### config.mk
export PLATFORM = sky130hd
export DESIGN_NAME = icache_refill_ctrl_flat
export DESIGN_NICKNAME = d
export VERILOG_FILES = /design/src/rtl/icache_refill_ctrl_pkg.sv /design/src/rtl/icache_refill_ctrl_if.sv /design/src/rtl/icache_refill_ctrl_victim_sel.sv /design/src/rtl/icache_refill_ctrl.sv /design/src/flat_wrapper.sv
export SDC_FILE = /design/constraint.sdc
export NUM_CORES = 1
export LEC_CHECK = 0
export ABC_AREA = 1
export ABC_CLOCK_PERIOD_IN_PS = 1950
export CAP_MARGIN = 40
export CORE_AREA = 2 2 169 171
export CTS_CLUSTER_DIAMETER = 40
export DETAILED_ROUTE_END_ITERATION = 8
export DIE_AREA = 0 0 171 173
export HOLD_SLACK_MARGIN = 0.03
export PLACE_DENSITY = 0.73
export SYNTH_ARGS = -nofsm -noshare
export SYNTH_HDL_FRONTEND = slang
export SYNTH_HIERARCHICAL = 1
export SYNTH_SLANG_ARGS = --single-unit
### constraint.sdc
create_clock -name clk_i -period 1.95 [get_ports clk_i]
set_input_delay 0.39 -clock clk_i [delete_from_list [all_inputs] [get_ports clk_i]]
set_output_delay 0.39 -clock clk_i [all_outputs]
set_load 0.01 [all_outputs]
### src/rtl/icache_refill_ctrl_pkg.sv
// Shared types, default geometry and helpers for the icache refill sequencer.
// Consumers derive their own widths from these defaults or from overrides.
package icache_refill_ctrl_pkg;

  localparam int unsigned DEF_PLEN    = 56;
  localparam int unsigned DEF_LINE_W  = 128;
  localparam int unsigned DEF_BEAT_W  = 64;
  localparam int unsigned DEF_WAYS    = 4;
  localparam int unsigned DEF_INDEX_W = 12;

  function automatic int unsigned offset_w(
    input int unsigned line_w
  );
    return $clog2(line_w / 8);
  endfunction

  localparam int unsigned DEF_OFFSET_W = offset_w(DEF_LINE_W);
  localparam int unsigned DEF_SET_W    = DEF_INDEX_W - DEF_OFFSET_W;
  localparam int unsigned DEF_TAG_W    = DEF_PLEN - DEF_INDEX_W;
  localparam int unsigned DEF_BEATS    = DEF_LINE_W / DEF_BEAT_W;

  typedef enum logic [1:0] {
    REFILL_IDLE,
    REFILL_REQ,
    REFILL_RECV,
    REFILL_WRITE
  } refill_state_e;

  typedef struct packed {
    logic [DEF_WAYS-1:0]   way;
    logic [DEF_SET_W-1:0]  set;
    logic [DEF_TAG_W-1:0]  tag;
    logic [DEF_LINE_W-1:0] data;
  } icache_refill_wr_t;

endpackage

### src/rtl/icache_refill_ctrl_if.sv
// Miss-side and memory-side handshakes of the icache refill sequencer.
// slave: the refill controller; master: lookup pipeline plus memory port.
interface icache_refill_ctrl_if #(
  parameter int unsigned PLEN   = 56,
  parameter int unsigned BEAT_W = 64,
  parameter int unsigned WAYS   = 4
);
  logic              miss_valid_i;
  logic              miss_ready_o;
  logic [PLEN-1:0]   miss_paddr_i;
  logic [WAYS-1:0]   way_valid_i;
  logic              mem_req_valid_o;
  logic              mem_req_ready_i;
  logic [PLEN-1:0]   mem_req_addr_o;
  logic              mem_rsp_valid_i;
  logic [BEAT_W-1:0] mem_rsp_data_i;
  logic              mem_rsp_last_i;
  logic              mem_rsp_err_i;

  modport slave (
    input  miss_valid_i,
    output miss_ready_o,
    input  miss_paddr_i,
    input  way_valid_i,
    output mem_req_valid_o,
    input  mem_req_ready_i,
    output mem_req_addr_o,
    input  mem_rsp_valid_i,
    input  mem_rsp_data_i,
    input  mem_rsp_last_i,
    input  mem_rsp_err_i
  );

  modport master (
    output miss_valid_i,
    input  miss_ready_o,
    output miss_paddr_i,
    output way_valid_i,
    input  mem_req_valid_o,
    output mem_req_ready_i,
    input  mem_req_addr_o,
    output mem_rsp_valid_i,
    output mem_rsp_data_i,
    output mem_rsp_last_i,
    output mem_rsp_err_i
  );
endinterface

### src/rtl/icache_refill_ctrl_victim_sel.sv
// Victim way choice: first invalid way, else a round-robin pointer
// that moves only when the caller reports it was consumed.
module icache_victim_sel
  import icache_refill_ctrl_pkg::*;
#(
  parameter int unsigned WAYS = DEF_WAYS
) (
  input  logic            clk_i,
  input  logic            rst_ni,
  input  logic [WAYS-1:0] valid_i,
  input  logic            advance_i,
  output logic [WAYS-1:0] way_o,
  output logic            rr_used_o
);
  localparam int unsigned PTR_W = (WAYS > 1) ? $clog2(WAYS) : 1;
  localparam logic [PTR_W-1:0] PTR_MAX = PTR_W'(WAYS - 1);

  logic [PTR_W-1:0] ptr_q;
  logic [WAYS-1:0]  free_way;
  logic             found;

  always_comb begin
    free_way = '0;
    found    = 1'b0;
    for (int i = 0; i < int'(WAYS); i++) begin
      if (!valid_i[i] && !found) begin
        free_way[i] = 1'b1;
        found       = 1'b1;
      end
    end
  end

  assign rr_used_o = &valid_i;
  assign way_o     = rr_used_o ? (WAYS'(1) << ptr_q) : free_way;

  always_ff @(posedge clk_i or negedge rst_ni) begin
    if (!rst_ni) begin
      ptr_q <= '0;
    end else if (advance_i) begin
      ptr_q <= (ptr_q == PTR_MAX) ? '0 : ptr_q + 1'b1;
    end
  end

endmodule

### src/rtl/icache_refill_ctrl.sv
// Icache miss/refill sequencer: one line read per miss, beat assembly, array write.
// Define ICACHE_REFILL_PERF_EN to build the refill/stall performance counters.
module icache_refill_ctrl
  import icache_refill_ctrl_pkg::*;
#(
  parameter int unsigned PLEN    = DEF_PLEN,
  parameter int unsigned LINE_W  = DEF_LINE_W,
  parameter int unsigned BEAT_W  = DEF_BEAT_W,
  parameter int unsigned WAYS    = DEF_WAYS,
  parameter int unsigned INDEX_W = DEF_INDEX_W
) (
  input  logic                      clk_i,
  input  logic                      rst_ni,
  input  logic                      flush_i,
  icache_refill_ctrl_if.slave       bus,
  output logic                      wr_en_o,
  output logic [WAYS-1:0]           wr_way_o,
  output logic [INDEX_W-offset_w(LINE_W)-1:0] wr_set_o,
  output logic [PLEN-INDEX_W-1:0]   wr_tag_o,
  output logic [LINE_W-1:0]         wr_data_o,
  output logic                      refill_done_o,
  output logic                      refill_err_o,
  output logic [31:0]               perf_miss_o,
  output logic [31:0]               perf_stall_o
);
  localparam int unsigned OFFSET_W = offset_w(LINE_W);
  localparam int unsigned SET_W    = INDEX_W - OFFSET_W;
  localparam int unsigned LA_W     = PLEN - OFFSET_W;
  localparam int unsigned BEATS    = LINE_W / BEAT_W;
  localparam int unsigned CNT_W    = (BEATS > 1) ? $clog2(BEATS) : 1;
  localparam logic [CNT_W-1:0] LAST_CNT = CNT_W'(BEATS - 1);

  refill_state_e     state_q, state_d;
  logic [LA_W-1:0]   la_q, la_d;
  logic [WAYS-1:0]   wv_q, wv_d;
  logic [CNT_W-1:0]  cnt_q, cnt_d;
  logic              err_q, err_d;
  logic              kill_q, kill_d;
  logic [LINE_W-1:0] line_q, line_d;

  logic              miss_ready;
  logic              req_valid;
  logic              done;
  logic              final_beat;
  logic [WAYS-1:0]   victim;
  logic              victim_rr;

  assign final_beat = (cnt_q == LAST_CNT);

  always_ff @(posedge clk_i or negedge rst_ni) begin
    if (!rst_ni) begin
      state_q <= REFILL_IDLE;
      la_q    <= '0;
      wv_q    <= '0;
      cnt_q   <= '0;
      err_q   <= 1'b0;
      kill_q  <= 1'b0;
      line_q  <= '0;
    end else begin
      state_q <= state_d;
      la_q    <= la_d;
      wv_q    <= wv_d;
      cnt_q   <= cnt_d;
      err_q   <= err_d;
      kill_q  <= kill_d;
      line_q  <= line_d;
    end
  end

  always_comb begin
    state_d    = state_q;
    la_d       = la_q;
    wv_d       = wv_q;
    cnt_d      = cnt_q;
    err_d      = err_q;
    kill_d     = kill_q;
    line_d     = line_q;
    miss_ready = 1'b0;
    req_valid  = 1'b0;
    done       = 1'b0;
    unique case (state_q)
      REFILL_IDLE: begin
        miss_ready = ~flush_i;
        if (bus.miss_valid_i && !flush_i) begin
          la_d    = bus.miss_paddr_i[PLEN-1:OFFSET_W];
          wv_d    = bus.way_valid_i;
          cnt_d   = '0;
          err_d   = 1'b0;
          kill_d  = 1'b0;
          state_d = REFILL_REQ;
        end
      end
      REFILL_REQ: begin
        req_valid = 1'b1;
        if (flush_i) kill_d = 1'b1;
        if (bus.mem_req_ready_i) state_d = REFILL_RECV;
      end
      REFILL_RECV: begin
        if (flush_i) kill_d = 1'b1;
        if (bus.mem_rsp_valid_i) begin
          line_d[cnt_q*BEAT_W +: BEAT_W] = bus.mem_rsp_data_i;
          cnt_d = cnt_q + 1'b1;
          // a misplaced last flag means the burst length disagrees with the line
          err_d = err_q | bus.mem_rsp_err_i
                | (bus.mem_rsp_last_i != final_beat);
          if (final_beat) state_d = REFILL_WRITE;
        end
      end
      REFILL_WRITE: begin
        done    = ~kill_q & ~flush_i;
        state_d = REFILL_IDLE;
      end
      default: state_d = REFILL_IDLE;
    endcase
  end

  icache_victim_sel #(
    .WAYS (WAYS)
  ) u_victim (
    .clk_i     (clk_i),
    .rst_ni    (rst_ni),
    .valid_i   (wv_q),
    .advance_i (wr_en_o & victim_rr),
    .way_o     (victim),
    .rr_used_o (victim_rr)
  );

  assign bus.miss_ready_o    = miss_ready;
  assign bus.mem_req_valid_o = req_valid;
  assign bus.mem_req_addr_o  = {la_q, {OFFSET_W{1'b0}}};

  assign refill_done_o = done;
  assign refill_err_o  = done & err_q;
  assign wr_en_o       = done & ~err_q;
  assign wr_way_o      = wr_en_o ? victim : '0;
  assign wr_set_o      = wr_en_o ? la_q[SET_W-1:0] : '0;
  assign wr_tag_o      = wr_en_o ? la_q[LA_W-1:SET_W] : '0;
  assign wr_data_o     = wr_en_o ? line_q : '0;

`ifdef ICACHE_REFILL_PERF_EN
  logic [31:0] perf_miss_q;
  logic [31:0] perf_stall_q;

  always_ff @(posedge clk_i or negedge rst_ni) begin
    if (!rst_ni) begin
      perf_miss_q  <= '0;
      perf_stall_q <= '0;
    end else begin
      if (refill_done_o && !refill_err_o && perf_miss_q != '1)
        perf_miss_q <= perf_miss_q + 1'b1;
      if (state_q != REFILL_IDLE && perf_stall_q != '1)
        perf_stall_q <= perf_stall_q + 1'b1;
    end
  end

  assign perf_miss_o  = perf_miss_q;
  assign perf_stall_o = perf_stall_q;
`else
  assign perf_miss_o  = '0;
  assign perf_stall_o = '0;
`endif

`ifndef SYNTHESIS
  a_way_onehot: assert property (
    @(posedge clk_i) disable iff (!rst_ni)
    wr_en_o |-> $onehot(wr_way_o));

  a_req_stable: assert property (
    @(posedge clk_i) disable iff (!rst_ni)
    (req_valid && !bus.mem_req_ready_i)
    |=> (req_valid && $stable(bus.mem_req_addr_o)));

  a_rsp_in_recv: assert property (
    @(posedge clk_i) disable iff (!rst_ni)
    bus.mem_rsp_valid_i |-> (state_q == REFILL_RECV));

  a_beats: assert property (
    @(posedge clk_i)
    (BEATS >= 1) && (BEATS * BEAT_W == LINE_W));
`endif

endmodule

### src/flat_wrapper.sv
// flat-port wrapper written by rule: the top's interface ports become plain ports
module icache_refill_ctrl_flat import icache_refill_ctrl_pkg::*;
#(
  parameter int unsigned PLEN    = DEF_PLEN,
  parameter int unsigned LINE_W  = DEF_LINE_W,
  parameter int unsigned BEAT_W  = DEF_BEAT_W,
  parameter int unsigned WAYS    = DEF_WAYS,
  parameter int unsigned INDEX_W = DEF_INDEX_W
)
  (clk_i, rst_ni, flush_i, wr_en_o, wr_way_o, wr_set_o, wr_tag_o, wr_data_o, refill_done_o, refill_err_o, perf_miss_o, perf_stall_o, bus_miss_valid_i, bus_miss_ready_o, bus_miss_paddr_i, bus_way_valid_i, bus_mem_req_valid_o, bus_mem_req_ready_i, bus_mem_req_addr_o, bus_mem_rsp_valid_i, bus_mem_rsp_data_i, bus_mem_rsp_last_i, bus_mem_rsp_err_i);
  icache_refill_ctrl_if #(.PLEN(PLEN), .BEAT_W(BEAT_W), .WAYS(WAYS)) bus_i ();
  input  logic clk_i;
  input  logic rst_ni;
  input  logic flush_i;
  output logic wr_en_o;
  output logic [WAYS-1:0] wr_way_o;
  output logic [INDEX_W-offset_w(LINE_W)-1:0] wr_set_o;
  output logic [PLEN-INDEX_W-1:0] wr_tag_o;
  output logic [LINE_W-1:0] wr_data_o;
  output logic refill_done_o;
  output logic refill_err_o;
  output logic [31:0] perf_miss_o;
  output logic [31:0] perf_stall_o;
  input wire logic [$bits(bus_i.miss_valid_i)-1:0] bus_miss_valid_i;
  output wire logic [$bits(bus_i.miss_ready_o)-1:0] bus_miss_ready_o;
  input wire logic [$bits(bus_i.miss_paddr_i)-1:0] bus_miss_paddr_i;
  input wire logic [$bits(bus_i.way_valid_i)-1:0] bus_way_valid_i;
  output wire logic [$bits(bus_i.mem_req_valid_o)-1:0] bus_mem_req_valid_o;
  input wire logic [$bits(bus_i.mem_req_ready_i)-1:0] bus_mem_req_ready_i;
  output wire logic [$bits(bus_i.mem_req_addr_o)-1:0] bus_mem_req_addr_o;
  input wire logic [$bits(bus_i.mem_rsp_valid_i)-1:0] bus_mem_rsp_valid_i;
  input wire logic [$bits(bus_i.mem_rsp_data_i)-1:0] bus_mem_rsp_data_i;
  input wire logic [$bits(bus_i.mem_rsp_last_i)-1:0] bus_mem_rsp_last_i;
  input wire logic [$bits(bus_i.mem_rsp_err_i)-1:0] bus_mem_rsp_err_i;
  assign bus_i.miss_valid_i = bus_miss_valid_i;
  assign bus_miss_ready_o = bus_i.miss_ready_o;
  assign bus_i.miss_paddr_i = bus_miss_paddr_i;
  assign bus_i.way_valid_i = bus_way_valid_i;
  assign bus_mem_req_valid_o = bus_i.mem_req_valid_o;
  assign bus_i.mem_req_ready_i = bus_mem_req_ready_i;
  assign bus_mem_req_addr_o = bus_i.mem_req_addr_o;
  assign bus_i.mem_rsp_valid_i = bus_mem_rsp_valid_i;
  assign bus_i.mem_rsp_data_i = bus_mem_rsp_data_i;
  assign bus_i.mem_rsp_last_i = bus_mem_rsp_last_i;
  assign bus_i.mem_rsp_err_i = bus_mem_rsp_err_i;
  icache_refill_ctrl #(.PLEN(PLEN), .LINE_W(LINE_W), .BEAT_W(BEAT_W), .WAYS(WAYS), .INDEX_W(INDEX_W)) u_core (.clk_i(clk_i), .rst_ni(rst_ni), .flush_i(flush_i), .bus(bus_i), .wr_en_o(wr_en_o), .wr_way_o(wr_way_o), .wr_set_o(wr_set_o), .wr_tag_o(wr_tag_o), .wr_data_o(wr_data_o), .refill_done_o(refill_done_o), .refill_err_o(refill_err_o), .perf_miss_o(perf_miss_o), .perf_stall_o(perf_stall_o));
endmodule
======== Word level (Yosys, flattened, before mapping) ========
Cells that the tools add are included.
word-level totals
  register bits after elaboration ......... 191
  input bits .............................. 132
  output and inout port bits .............. 309
  word-level logic and storage cells ...... 81
operators by class
  add/subtract/negate cells ............... 3
  eq/ne operators ......................... 10
  shifts and indexed selects .............. 3
  muxes and demuxes ....................... 28
  bitwise gates (word level) .............. 9
  reductions and logical operators ........ 20
operators by type and width
  cell                                                                       number
  128-bit bitwise mux                                                        1
  128-bit two-way mux                                                        1
  64-bit by 34-bit variable shift with 128-bit output, first input constant  1
  64-bit by 34-bit indexed part select with 128-bit output                   1
  44-bit two-way mux                                                         1
  7-bit negator with 34-bit output                                           1
  1-bit two-way mux                                                          13
  2-bit two-way mux                                                          5
  4-bit two-way mux                                                          2
  8-bit two-way mux                                                          1
  2-bit case mux with 4 select lines                                         1
  4-bit AND reduction                                                        2
  2-bit equality test, second input constant                                 3
  1-bit zero test                                                            6
  2-bit by 1-bit != test with 1-bit output, second input constant            3
  1-bit case mux with 2 select lines                                         3
  3-bit AND reduction                                                        2
  1-bit bitwise AND                                                          4
  1-bit logical AND                                                          4
  2-bit != test, second input constant                                       2
  2-bit AND reduction                                                        2
  2-bit nonzero test                                                         2
  1-bit by 2-bit << shifter with 4-bit output, first input constant          1
  1-bit NOT                                                                  3
  7 further kinds                                                            8

======== Logic depth before layout (Yosys ltp) ========
Gate-level depths: netlist of the first run.
  depth in word-level cells ............... 11
  mapped depth ............................ 8
  mapped depth without buffers ............ 8

======== Cells and area by module ========
The synthesis of the first run kept the hierarchy.
by module, submodules not included
  module              times used  cells each  area each (um^2)
  icache_refill_ctrl  1           1181        9457.8
  icache_victim_sel   1           26          195.2

======== Worst setup path before layout of the first run ========
Ideal clock, no wire load.
  path type ............................... flip-flop to output port
  from .................................... reg u_core.state_q[1]
  to ...................................... out wr_data_o[118]
  arrival time ............................ 1.231 ns
  required time ........................... 1.560 ns
  slack ................................... 0.329 ns
  stages on the path, launching flop included .. 8
  path buffers ............................ 2
  path through ............................ dfrtp_1 > ha_1 > nand3_2 > inv_2 > nand2_2 > buf_6 > buf_6 > nor2_1
on the way
  longest elaborated chain between the ends .. 4
ends and longest elaborated chain
  what                      line                       text
  start: declaration        icache_refill_ctrl.sv:33   refill_state_e state_q, state_d;
  start signal: assignment  icache_refill_ctrl.sv:60   state_q <= state_d;
  2-bit equality test       icache_refill_ctrl.sv:81   unique case (state_q)
  1-bit two-way mux         icache_refill_ctrl.sv:81
  net refill_done_o         flat_wrapper.sv:20         output logic refill_done_o;
  1-bit bitwise AND         icache_refill_ctrl.sv:134  assign wr_en_o = done & ~err_q;
  128-bit two-way mux       icache_refill_ctrl.sv:138  assign wr_data_o = wr_en_o ? line_q : '0;
  end: declaration          flat_wrapper.sv:19         output logic [LINE_W-1:0] wr_data_o;
The timed path passes the listed nets, and every way through them passes these cells.

======== Worst setup path in the final report of the first run ========
  from .................................... reg u_core.state_q[0]
  to ...................................... out wr_data_o[88]
on the way
  longest elaborated chain between the ends .. 4
ends and longest elaborated chain
  what                 line
  2-bit equality test  icache_refill_ctrl.sv:81
  1-bit two-way mux    icache_refill_ctrl.sv:81
  1-bit bitwise AND    icache_refill_ctrl.sv:134
  128-bit two-way mux  icache_refill_ctrl.sv:138
Every way passes these cells.

==> results of run 1 <==
cell families after synthesis:
kind of cell    synth area share
simple gates               0.192
buf+inv                    0.200
compound gates            0.0998
flops                      0.495
fa+ha+maj                 0.0130
other cells             0.000388
worst max path at each step:
stage               slack [ns]             end              start  depth (start not counted)
floorplan                 0.33  wr_data_o[118]  u_core/state_q[1]                          7
global placement         -0.69     wr_way_o[0]            flush_i                          8
detailed placement       -0.68     wr_way_o[2]            flush_i                          8
CTS                      -0.39     wr_way_o[2]  u_core/state_q[1]                          7
global route             -0.44   wr_data_o[88]  u_core/state_q[0]                          9
finish                   -0.36   wr_data_o[88]  u_core/state_q[0]                          9
Yosys cell counts, drive strengths merged:
cell type and number:
a21o 1, a21oi 54, buf 121, clkbuf 7, conb 1, dfrtp 191
ha 10, inv 271, nand2 157, nand3 9, nand4 2, nor2 244
nor3 1, o21ai 137, or2 1
area by class of cell:
type	count	area, um2	area share
Sequential cell	191	4780	0.304
Multi-Input combinational cell	688	3990	0.254
Clock buffer	18	429	0.0273
Inverter	271	1040	0.0660
Clock inverter	14	149	0.00948
Timing Repair Buffer	473	4850	0.309
Tap cell	378	473	0.0301
power by group through the flow:
stage | combinational [mW] | sequential (mW) | clock [mW]
final | 7.97 | 6.71 | 3.43
after global routing | 8.75 | 6.93 | 3.71
after CTS | 7.16 | 6.70 | 3.53
after detailed placement | 6.61 | 6.75 | 0
after global placement | 6.52 | 6.67 | 0
after floorplan | 3.44 | 6.76 | 0
sequential cells by signal, indices dropped and copies added, names as in the netlist:
name and count:
u_core/kill_q 1, u_core/state_q 2, u_core/cnt_q 1, u_core/line_q 128
u_core/u_victim/ptr_q 2, u_core/wv_q 4, u_core/la_q 52, u_core/err_q 1
placed cells by master (no fill, tap or decap), types with 16 or more instances in the layout:
master           instances
inv_1                  265
dfrtp_1                191
clkdlybuf4s50_1        178
nand2_1                154
buf_6                  125
o21ai_0                121
nor2_4                 102
nor2_1                  86
buf_2                   74
conb_1                  68
nor2_2                  56
a21oi_1                 54
buf_4                   42
clkbuf_16               22
buf_12                  21
o21ai_1                 16
what timing repair did:
action | CTS | global route
setup buffers | 33 | 19
cloned | 9 | 7
hold endpoints to repair | 46 | 0
hold buffers | 1 | 0
resized for setup | 780 | 303
setup endpoints to repair | 189 | 197
pin swaps | 10 | 17
per-layer routing:
metal  wire [um]  share of wire  global-route usage  vias up
li1            -              -                   -     4286
met1       11900           0.38               0.229     4165
met2       16500           0.52               0.352      351
met3        2360          0.075              0.0581       41
met4         728          0.023              0.0614        0
met5           0              0                   0        -
worst max-delay path, delay by kind of cell, from the launching register on:
| kind | cells | cell delay (ns) |
|---|---|---|
| AND/OR/NAND/NOR | 3 | 0.24 |
| buffers and inverters | 5 | 0.64 |
| flip-flops | 1 | 0.42 |
| adder cells (fa/ha/maj) | 1 | 0.18 |
per-stage QoR:
step | power [mW] | worst slack (ns)
after global placement | 13.2 | -0.686
final | 18.1 | -0.358
after global routing | 19.4 | -0.441
after floorplan | 10.2 | 0.329
after CTS | 17.4 | -0.389
after detailed placement | 13.4 | -0.676
==> results.yml, run 1 <==
timing:
  whs_ns: 0.485
  setup-violations-final: 185
  tightest_slew_ns: 0.540
  rsz0062_at_grt: "yes"
  slew_viol_final: 0
  maxSlewHeadroom: 0.640
  final-hold-violation-count: 0
  fin_skew_ns: 0.0186
  setup_tns_ns: -46.48
  setup_slack_ns: -0.358
  min_period_ns: 2.31
  period_share: 1.18
  timing.fmax_mhz: 433
synth:
  syn_inst: 1207
  syn_area_per_cell_um2: 8.00
  synth.area.top_cells: "dfrtp_1 50%, inv_1 10%, nor2_2 6.5%"
  synth_warnings: 6
  synth_top_area_frac: 0.495
  ys_seq_area_frac: 0.495
  ys_ff_latch: 191
  synth_top_area_cell: "dfrtp_1"
  synthesis.area_um2: 9650
  ys_types: 23
route:
  viasPerCell: 4.35
  wl_um: 31400
  drt_iter0_markers: 592
  ant_nets: 0
  drc: 0
  vias: 8843
  wire_per_inst_um: 15.5
  drtPass1Iterations: 5
power_and_ir_drop:
  power_density_nw_per_um2: 1150
  swShare: 0.399
  p_switching_mw: 7.24
  p_int_mw: 10.9
  max-vdd-ir-drop_mv: 0.723
  p_leak_nw: 7.81
  pwr-share-seq: 0.371
  p_clk_frac: 0.190
  pwr-share-comb: 0.440
worst_setup_path:
  crit_required_ns: 1.56
  cp-start-kind: "register"
  cp_slowest_stage_delay_ns: 0.42
  reg2reg_slack_ns: 0.12
  crit_chain: "ha_4 -> nand3_4 -> clkinv_8 -> buf_6 -> nand2_8 -> buf_12 -> buf_8 -> nor2_2 -> buf_2"
  path_max_fanout: 8
  r2r_end: "u_core/la_q[28]"
  arrival_ns: 1.92
  worstSetupPathType: "register to output pin"
  endpoint_kind: "output pin"
  r2r_start: "u_core/state_q[0]"
  reg2reg_depth: 8
  cp_slowest_cell: "dfrtp_1"
global_routing:
  grt_pass1_vias: 8566
  grt.overflow.total: 0
  grt_pass1_wl_um: 46200
  grt_usage: 0.199
  antenna_found_initial: 0
  grt_max_degree: 83
cells_and_area:
  final_cells: 2033
  fin_nets: 1784
  fill_cells: 2392
  final_area_um2: 15700
  final_util: 0.568
  layout-drive-gt1-share: 0.304
  antenna_cells: 0
  syn_to_final_growth_pct: 62.7
place:
  detailed_place.area_um2: 13700
  dp.cells: 1938
  dp_hpwl_um: 21400
  portBuffers: 368
  gp_congestion: 0.862
cts:
  cts_made_buffers: 17
  clk_latency_ns: 0.43
  clock-root-buffer: "clkbuf_16"
  clock_path_buffers: 2
  cts.sinks: 191
  path_clk_slew_ns: 0.08
  cts_tree: "built"
  cts.htree.levels: 4
job:
  maxCapViolCount: 0
floorplan:
  initial_core_util: 0.349
  fp.dieH_um: 173
  coreArea_um2: 27600
  die_area_um2: 29600
  io_pins: 441
  die_w_um: 171
  rows: 61
hold_path:
  hold_class: "primary input to asynchronous set/reset pin"
outcome:
  status: "finished with violations"
  violations: "setup timing"
Power figures use the tool's default switching activity.
==> run 2, diff against run 1 <==
- ABC_CLOCK_PERIOD_IN_PS: 1950 -> not set
==> results of run 2 <==
Final layout, timing and power as in run 1 (identical DEF).
==> RTL change (settings of run 2) <==
Change the package constant `DEF_BEAT_W` from 64 to 32.
--- a/src/rtl/icache_refill_ctrl_pkg.sv
+++ b/src/rtl/icache_refill_ctrl_pkg.sv
@@ -4,7 +4,7 @@
 
   localparam int unsigned DEF_PLEN    = 56;
   localparam int unsigned DEF_LINE_W  = 128;
-  localparam int unsigned DEF_BEAT_W  = 64;
+  localparam int unsigned DEF_BEAT_W  = 32;
   localparam int unsigned DEF_WAYS    = 4;
   localparam int unsigned DEF_INDEX_W = 12;
 
Interface: changed (resized bus_mem_rsp_data_i); port bits go from 441 to 409. The function was not compared with the original's and may differ.
==> RTL change against run 2 <==
  * The flow still finishes with violations (negative setup slack)
  * Sequential power decreased by 3%
  * Sequential cell count increased by 1
  * Synthesized cell count decreased by 4.3%
  * Setup slack got worse by 0.011 ns
  * Via count increased by 0.27%
  * Wire length increased by 1.8%
  * Total power decreased by 4.7%
  * Non-clock buffer count decreased by 54
  * Register-to-register slack got worse by 0.27 ns
  * Area after synthesis decreased by 1.2%
  * Global-route usage increased by 1.2 points
  * Combinational power decreased by 8.3%
  * Design area decreased by 9.0%
  * Critical endpoint is now wr_data_o[110]
==> RTL change: results (changes against run 2) <==
- Total routing usage reported by global routing: 21.1% (+1.2 points)
- Number of standard cells in the final layout excluding fillers: 1919 (-5.6%)
- Number of fill cells in the layout: 2553 (+6.7%)
- Violations in the final reports: negative setup slack
- Port-buffer cells: 336 (-8.7%)
- Leak Pwr: 7.17 nW (-8.1%)
- Total of endpoints with negative setup slack in the final report: 251 (+36%)
- Met3 track utilization from global routing: 3.52% (-2.3 points)
- Detailed-routed wire length on met2: 16.5 mm (+0.40%)
- Share of cells above drive strength 1: 29.3% (-1.1 points)
- Worst-case setup margin in the final layout: -0.369 ns (-0.0110 ns)
- Clock slew seen by the registers of the worst setup and hold paths: 0.06 ns (-0.02 ns)
- Distinct cell type count of the synthesized netlist: 27 (+17%)
- Internal power: 10.5 mW (-3.2%)
- Initial DRC count: 587 (-0.84%)
- Post-detailed-placement cell area: 13300 µm² (-2.9%)
- HPWL reported at the end of detailed placement: 22.3 mm (+4.1%)
- Crit-path slowest cell: sky130_fd_sc_hd__clkdlybuf4s50_1
- Critical-path maximum fanout: 5 (-3)
- Setup TNS after final layout: -45.96 ns (+0.520 ns)
- Run status: finished with violations
- M1 GR Usage: 27.4% (+4.4 points)
- Average footprint of a synthesized cell: 8.25 µm² (+3.2%)
- List of most frequent post-synthesis cells: 205 x sky130_fd_sc_hd__inv_1, 192 x sky130_fd_sc_hd__dfrtp_1, 192 x sky130_fd_sc_hd__nor2_1
- Final #Nets: 1645 (-7.8%)
- Kind of path behind the tightest hold check: flip-flop to flip-flop
==> RTL change: cell types whose count changed in the layout (fill, tap and decap cells not counted), moves of 55 or more <==
cell / delta
sky130_fd_sc_hd__o22ai_1: +62
sky130_fd_sc_hd__buf_2: +55
sky130_fd_sc_hd__buf_6: -66
sky130_fd_sc_hd__nand3_1: +65
sky130_fd_sc_hd__inv_1: -64
==> RTL change: layout make-up <==
class                   instances  share of cell area [%]
clock buffers                  19                    3.10
clock inverters                12                   0.849
inverters                     212                    5.70
multi-input cells             687                    27.1
flip-flops and latches        192                    33.6
well taps                     378                    3.31
repair buffers                419                    26.3
==> RTL change: power by group through the flow <==
stage	Sequential, mW	Clock (mW)	Combinational [mW]
after global routing	6.73	3.72	7.97
after global placement	6.52	0	6.54
final	6.54	3.42	7.31
after floorplan	6.71	0	3.49
after CTS	6.53	3.52	6.78
after detailed placement	6.59	0	6.63
==> RTL change: cells by family after synthesis <==
logic type | count (synthesis)
AO/OA/AOI/OAI | 192
adder cells (fa/ha/maj) | 16
buffers and inverters | 344
flip-flops | 192
other | 1
AND/OR/NAND/NOR | 410
==> RTL change: worst paths after layout <==
kind,to,slack (ns),cells past startpoint
setup / recovery,wr_data_o[110],-0.37,10
hold / removal,u_core/line_q[64],0.49,2
setup reg to reg,u_core/line_q[33],-0.15,9
hold reg to reg,u_core/line_q[64],0.49,2
max in group asynchronous,u_core/line_q[13],0.81,3
min in group asynchronous,u_core/la_q[6],0.50,2
==> RTL change: repair_timing <==
item | CTS | global route
pin swaps | 0 | 11
hold endpoints to repair | 42 | 0
resized for setup | 456 | 523
cloned | 5 | 3
endpoints found under the setup margin | 190 | 347
setup buffers | 17 | 17
hold buffers | 1 | 0
